[config.mk]
export PLATFORM = sky130hd
export DESIGN_NAME = eq_coe_sched
export DESIGN_NICKNAME = d
export VERILOG_FILES = /design/src/rtl/eq_coe_sched_pkg.sv /design/src/rtl/eq_coe_sched_rr_arb.sv /design/src/rtl/eq_coe_sched.sv
export SDC_FILE = /design/constraint.sdc
export NUM_CORES = 1
export LEC_CHECK = 0
export CAP_MARGIN = 20
export CORE_UTILIZATION = 48
export CTS_BUF_LIST = sky130_fd_sc_hd__clkbuf_4 sky130_fd_sc_hd__clkbuf_8
export DETAILED_ROUTE_END_ITERATION = 10
export GPL_TIMING_DRIVEN = 0
export PLACE_DENSITY = 0.88
export REMOVE_ABC_BUFFERS = 1
export SLEW_MARGIN = 10
export SYNTH_ARGS = -nofsm -noshare
export SYNTH_HDL_FRONTEND = slang
export SYNTH_SLANG_ARGS = --single-unit
[constraint.sdc]
create_clock -name clk_40k -period 2.4 [get_ports clk_40k]
set_clock_uncertainty 0.05 [all_clocks]
set_input_delay 0.24 -clock clk_40k [delete_from_list [all_inputs] [get_ports clk_40k]]
set_output_delay 0.24 -clock clk_40k [all_outputs]
set_load 0.005 [all_outputs]
[src/rtl/eq_coe_sched_pkg.sv]
// Shared constants for the equalizer coefficient-load path: band/gain sizing,
// biquad load-frame timing and ROM address field layout.
package eq_coe_sched_pkg;

   localparam int N_BAND   = 4;
   localparam int BAND_W   = 2;
   localparam int GAIN_W   = 5;
   localparam int COE_W    = 17;
   localparam int DEF_GAIN = 12;

   // Load frame: LEAD cycles of ROM prefetch, then NWORD coefficients;
   // the biquad expects NSTROBE strobes and GAP idle cycles to commit.
   localparam int LEAD      = 2;
   localparam int NWORD     = 6;
   localparam int NSTROBE   = 7;
   localparam int GAP       = 2;
   localparam int FRAME_LEN = LEAD + NWORD;

   // ROM address is {band, gain, word}
   localparam int WORD_W   = 3;
   localparam int WORD_LSB = 0;
   localparam int GAIN_LSB = WORD_LSB + WORD_W;
   localparam int BAND_LSB = GAIN_LSB + GAIN_W;
   localparam int ADDR_W   = BAND_LSB + BAND_W;

   localparam int CNT_W = 4;

   typedef enum logic [1:0] {
      ST_IDLE = 2'd0,
      ST_LOAD = 2'd1,
      ST_GAP  = 2'd2
   } state_e;

endpackage

[src/rtl/eq_coe_sched_rr_arb.sv]
// Round-robin pick: first pending band at or after the pointer, wrapping.
// Purely combinational; the pointer register lives in the parent.
module eq_rr_arb #(
   parameter int N     = 4,
   parameter int IDX_W = 2
) (
   input  logic [N-1:0]     pend_i,
   input  logic [IDX_W-1:0] ptr_i,
   output logic [N-1:0]     gnt_oh_o,
   output logic [IDX_W-1:0] gnt_idx_o,
   output logic             gnt_vld_o
);

   int               pos;
   logic [IDX_W-1:0] sel;

   always_comb begin
      gnt_oh_o  = '0;
      gnt_idx_o = '0;
      gnt_vld_o = 1'b0;
      pos       = 0;
      sel       = '0;
      for (int k = 0; k < N; k++) begin
         pos = int'(ptr_i) + k;
         if (pos >= N) pos = pos - N;
         sel = IDX_W'(pos);
         if (!gnt_vld_o && pend_i[sel]) begin
            gnt_vld_o      = 1'b1;
            gnt_oh_o[sel]  = 1'b1;
            gnt_idx_o      = sel;
         end
      end
   end

endmodule

[src/rtl/eq_coe_sched.sv]
// Coefficient-update scheduler: queues per-band gain changes and streams each
// band's six ROM coefficients to its biquad as one strobed load frame.
module eq_coe_sched #(
   parameter int N_BAND   = eq_coe_sched_pkg::N_BAND,
   parameter int BAND_W   = eq_coe_sched_pkg::BAND_W,
   parameter int GAIN_W   = eq_coe_sched_pkg::GAIN_W,
   parameter int COE_W    = eq_coe_sched_pkg::COE_W,
   parameter int DEF_GAIN = eq_coe_sched_pkg::DEF_GAIN
) (
   input  logic                                            clk_40k,
   input  logic                                            rst,
   input  logic                                            req,
   input  logic [BAND_W-1:0]                               req_band,
   input  logic [GAIN_W-1:0]                               req_gain,
   input  logic                                            load_all,
   output logic [BAND_W+GAIN_W+eq_coe_sched_pkg::WORD_W-1:0] rom_addr,
   input  logic signed [COE_W-1:0]                         rom_rdata,
   output logic signed [COE_W-1:0]                         coe,
   output logic [N_BAND-1:0]                               coe_en,
   output logic                                            busy,
   output logic                                            done,
   output logic [BAND_W-1:0]                               done_band
);

   import eq_coe_sched_pkg::*;

   state_e             state_q, state_d;
   logic [CNT_W-1:0]   cnt_q, cnt_d;
   logic [BAND_W-1:0]  band_q, band_d;
   logic [GAIN_W-1:0]  gain_q, gain_d;
   logic [BAND_W-1:0]  rr_q, rr_d;
   logic [N_BAND-1:0]  pend_q, pend_d, pend_set;
   logic [GAIN_W-1:0]  gtab_q [N_BAND];
   logic [GAIN_W-1:0]  gtab_d [N_BAND];
   logic signed [COE_W-1:0] coe_q;

   logic [N_BAND-1:0]  gnt_oh;
   logic [BAND_W-1:0]  gnt_idx;
   logic               gnt_vld;
   logic               take;
   logic               coe_cap;

   // Request intake: later request overwrites the gain, req beats load_all
   always_comb begin
      pend_set = pend_q;
      gtab_d   = gtab_q;
      if (load_all) begin
         pend_set = '1;
         for (int b = 0; b < N_BAND; b++) gtab_d[b] = GAIN_W'(DEF_GAIN);
      end
      if (req) begin
         pend_set[req_band] = 1'b1;
         gtab_d[req_band]   = req_gain;
      end
   end

   eq_rr_arb #(
      .N     (N_BAND),
      .IDX_W (BAND_W)
   ) u_arb (
      .pend_i    (pend_set),
      .ptr_i     (rr_q),
      .gnt_oh_o  (gnt_oh),
      .gnt_idx_o (gnt_idx),
      .gnt_vld_o (gnt_vld)
   );

   // Next state: the last GAP cycle may grant directly, giving a 10-cycle pitch
   always_comb begin
      state_d = state_q;
      cnt_d   = cnt_q;
      take    = 1'b0;
      unique case (state_q)
         ST_IDLE: begin
            if (gnt_vld) take = 1'b1;
         end
         ST_LOAD: begin
            if (cnt_q == CNT_W'(FRAME_LEN - 1)) begin
               state_d = ST_GAP;
               cnt_d   = '0;
            end else begin
               cnt_d = cnt_q + CNT_W'(1);
            end
         end
         ST_GAP: begin
            if (cnt_q == CNT_W'(GAP - 1)) begin
               if (gnt_vld) begin
                  take = 1'b1;
               end else begin
                  state_d = ST_IDLE;
                  cnt_d   = '0;
               end
            end else begin
               cnt_d = cnt_q + CNT_W'(1);
            end
         end
         default: begin
            state_d = ST_IDLE;
            cnt_d   = '0;
         end
      endcase
      if (take) begin
         state_d = ST_LOAD;
         cnt_d   = '0;
      end
   end

   always_comb begin
      pend_d = take ? (pend_set & ~gnt_oh) : pend_set;
      band_d = take ? gnt_idx : band_q;
      gain_d = take ? gtab_d[gnt_idx] : gain_q;
      rr_d   = rr_q;
      if (take) rr_d = (gnt_idx == BAND_W'(N_BAND - 1)) ? '0 : gnt_idx + BAND_W'(1);
   end

   always_ff @(posedge clk_40k) begin
      if (rst) begin
         state_q <= ST_IDLE;
         cnt_q   <= '0;
         band_q  <= '0;
         gain_q  <= '0;
         rr_q    <= '0;
         pend_q  <= '0;
      end else begin
         state_q <= state_d;
         cnt_q   <= cnt_d;
         band_q  <= band_d;
         gain_q  <= gain_d;
         rr_q    <= rr_d;
         pend_q  <= pend_d;
      end
   end

   always_ff @(posedge clk_40k) begin
      gtab_q <= gtab_d;
   end

   // ROM data for word f-1 is valid during frame cycle f; capture it for cycle f+1
   assign coe_cap = (state_q == ST_LOAD) &&
                    (cnt_q >= CNT_W'(LEAD - 1)) &&
                    (cnt_q <= CNT_W'(LEAD + NWORD - 2));

   always_ff @(posedge clk_40k) begin
      if (rst) begin
         coe_q <= '0;
      end else if (coe_cap) begin
         coe_q <= rom_rdata;
      end
   end

   always_comb begin
      coe_en    = '0;
      rom_addr  = '0;
      busy      = 1'b0;
      done      = 1'b0;
      done_band = '0;
      unique case (state_q)
         ST_LOAD: begin
            busy = 1'b1;
            if (cnt_q < CNT_W'(NSTROBE)) coe_en[band_q] = 1'b1;
            if (cnt_q < CNT_W'(NWORD))   rom_addr = {band_q, gain_q, cnt_q[WORD_W-1:0]};
         end
         ST_GAP: begin
            busy = 1'b1;
            if (cnt_q == '0) begin
               done      = 1'b1;
               done_band = band_q;
            end
         end
         default: ;
      endcase
   end

   assign coe = coe_q;

endmodule

==> qor.yml <==
powerDensity_nw_per_um2: 811
slowest_stage: "mux4_2"
crit_chain: "dlygate4sd2_1, nor3b_4, nor3_1, mux4_2, a211oi_4, buf_12, mux2_4, mux2i_1, a211oi_1"
path_buf_inv: 2
synth_common_cells: "dfxtp_1 (56), nor2_1 (43), nand2_1 (39)"
failed_checks: "setup timing"
drc: 0
die_area_um2: 6630
ios: 63
routabilityCongestion: 0.879
wl_mm: 8.43
antenna_found_initial: 0
required_ns: 2.52
drive_gt1_frac: 0.228
pwr-share-clk: 0.153
h-tree-depth: 2
hold_violations: 0
outcome: "complete, but fails checks"
wire_per_inst_um: 17.0
cts-root-buf: "clkbuf_8"
port_buffers: 62
relSlewSlack: 0.528
syn_avg_cell_area_um2: 8.86
crit_path_end_kind: "flip-flop"
hold_buffers: 0
seqCellArea_um2: 1130
overflow: 0
drtAntennaViolNets: 0
cts_tree: "built"
max_stage_delay_ns: 0.59
synth_top_family_by_area: "simple AND/OR/NAND/NOR gates"
fin_ws_ns: -0.0659
rows: 28
hold_slack_ns: 0.436
ys_types: 50
start_kind: "primary input"
yosysWarnings: 0
p_total_mw: 3.42
start_util: 0.506
placed_area_um2: 3680
place_hpwl_mm: 4.95
area_growth_pct: 39.3
crit_family: "multiplexers"
cts_max_path_buffers: 2
syn_inst: 342
fill_cells: 382
multi_input_area_um2: 2020
cts.sinks: 56
viasPerCell: 5.84
combPwrFrac: 0.520
min_period_over_period: 1.03
core_um2: 5990
rsz0062_at_grt: "true"
path_clk_slew_ns: 0.10
synth-adder-area-share: 0.0454
cts_buffers: 5
fmax_mhz: 406
seqPwrFrac: 0.327
die_y_um: 81.5
p_sw_mw: 1.26
irDropWorstVdd_mv: 0.535
crit_arrival_ns: 2.59
synthMuxAreaShare: 0.151
num_vias: 2897
synth_ff_type: "dfxtp_1"
worstSetupPathType: "in -> reg"
setup_viol_count_final: 5
min_period_ns: 2.47
p_sw_frac: 0.369
ys_top_cells_by_area: "dfxtp_1 (37%), mux2i_1 (10%), nor2_1 (5.3%), nand2_1 (4.8%), ha_1 (4.5%)"
finalNetCount: 459
final_area_um2: 4220
groute.usage.overall: 0.248
worstMarginPinSlew_ns: 0.705
diodes: 0
p_leak_nw: 1.60
internal_power_mw: 2.16
place_ws_ns: -1.80
grt_pass1_wl_mm: 12.6
finish.utilization: 0.704
synth-edff-count: 0
maxSlewViolCount: 0
grt_max_degree: 34
synth-simple-area-share: 0.220
hp-class: "reg -> reg"
syn_area_um2: 3030
synth_seq_cells: 56
drt_first_pass_iters: 4
die_w_um: 81.5
yosysMostFrequentCell: "dfxtp_1"
synth.top_cell.area_share: 0.370
synth_compound_area_frac: 0.170
grt_pass1_vias: 2710
synthXorXnorAreaFrac: 0.00578
crit_fanout: 8
drv_cap: 0
yosys.area.top_type: "dfxtp_1"
drtIter0Drc: 223
postSynth.asyncResetShare: 0
ys_seq_area_frac: 0.370
insertion_delay_ns: 0.32
per-stage QoR:
stage / instances / TNS (ns)
3_5_place_dp: 461 / -23.86
4_1_cts: 489 / -0.171
2_1_floorplan: 323 / -16.05
6_report: 496 / -0.215
5_1_grt: 496 / -1.24
3_3_place_gp: 460 / -44.45
flip-flops by register name (all words and copies together), names as in the netlist, named ones only:
name / flops
gtab_q: 20
coe: 17
gain_q: 5
cnt_q: 4
pend_q: 4
band_q: 2
state_q: 2
rr_q: 1
layout make-up:
type | count | area share
Clock buffer | 5 | 0.0163
Inverter | 6 | 0.00712
Timing Repair Buffer | 89 | 0.202
Clock inverter | 3 | 0.00534
Tap cell | 75 | 0.0222
Multi-Input combinational cell | 262 | 0.479
Sequential cell | 56 | 0.268
tightest hold or removal path, stage by stage, from the launching register on:
cell	delay, ns
dfxtp_1	0.31
nand3b_1	0.07
nand2_1	0.06
metal layers:
| metal | vias up | part of all wire | global-route usage |
|---|---|---|---|
| li1 | 1365 | - | - |
| met1 | 1403 | 0.41 | 0.294 |
| met2 | 102 | 0.50 | 0.431 |
| met3 | 27 | 0.060 | 0.0567 |
| met4 | 0 | 0.030 | 0.100 |
| met5 | - | 0 | 0 |
cells by family after synthesis:
kind of cell	Yosys count
and+or+nand+nor	135
buffers and inverters	25
adders and majority gates	11
AOI/OAI and AO/OA	71
xor gates and xnor gates	2
DFF	56
muxes	42
power by group through the flow:
stage | combinational, mW | clock [mW] | sequential, mW
after floorplan | 0.839 | 0 | 1.11
after global placement | 1.12 | 0 | 1.13
after detailed placement | 1.15 | 0 | 1.14
after CTS | 1.56 | 0.535 | 1.11
after global routing | 1.88 | 0.571 | 1.13
final | 1.78 | 0.525 | 1.12
worst paths after layout:
| path | slack (ns) | from | cells after the start | endpoint |
|---|---|---|---|---|
| hold / removal | 0.44 | gtab_q[11] | 2 | gtab_q[11] |
| hold reg to reg | 0.44 | gtab_q[11] | 2 | gtab_q[11] |
| setup / recovery | -0.07 | req | 9 | gain_q[0] |
| setup reg to reg | -0.07 | flip-flop | 8 | gain_q[0] |
cell usage in the layout (no fill, tap or decap), types with 4 or more instances in the layout:
cell              n
dfxtp_1          51
clkbuf_8          5
mux2_2            5
mux2i_1          30
a211oi_2          4
and3_1            4
o21ai_0          20
a211oi_1          8
buf_4            22
nand2_1          39
clkdlybuf4s50_1  57
nand2b_1         13
nor2_1           41
inv_1             4
and2_1           11
nand3b_1          5
o31a_1            4
a21oi_1           4
ha_1              8
a221o_1           4
mux2_4            4
what timing repair did:
| item | CTS | global route |
|---|---|---|
| buffers inserted | 20 | 5 |
| resized for setup | 38 | 32 |
| gates cloned | 0 | 1 |
| pin swaps | 11 | 10 |
| setup endpoints to repair | 32 | 32 |
Power figures use the tool's default switching activity.
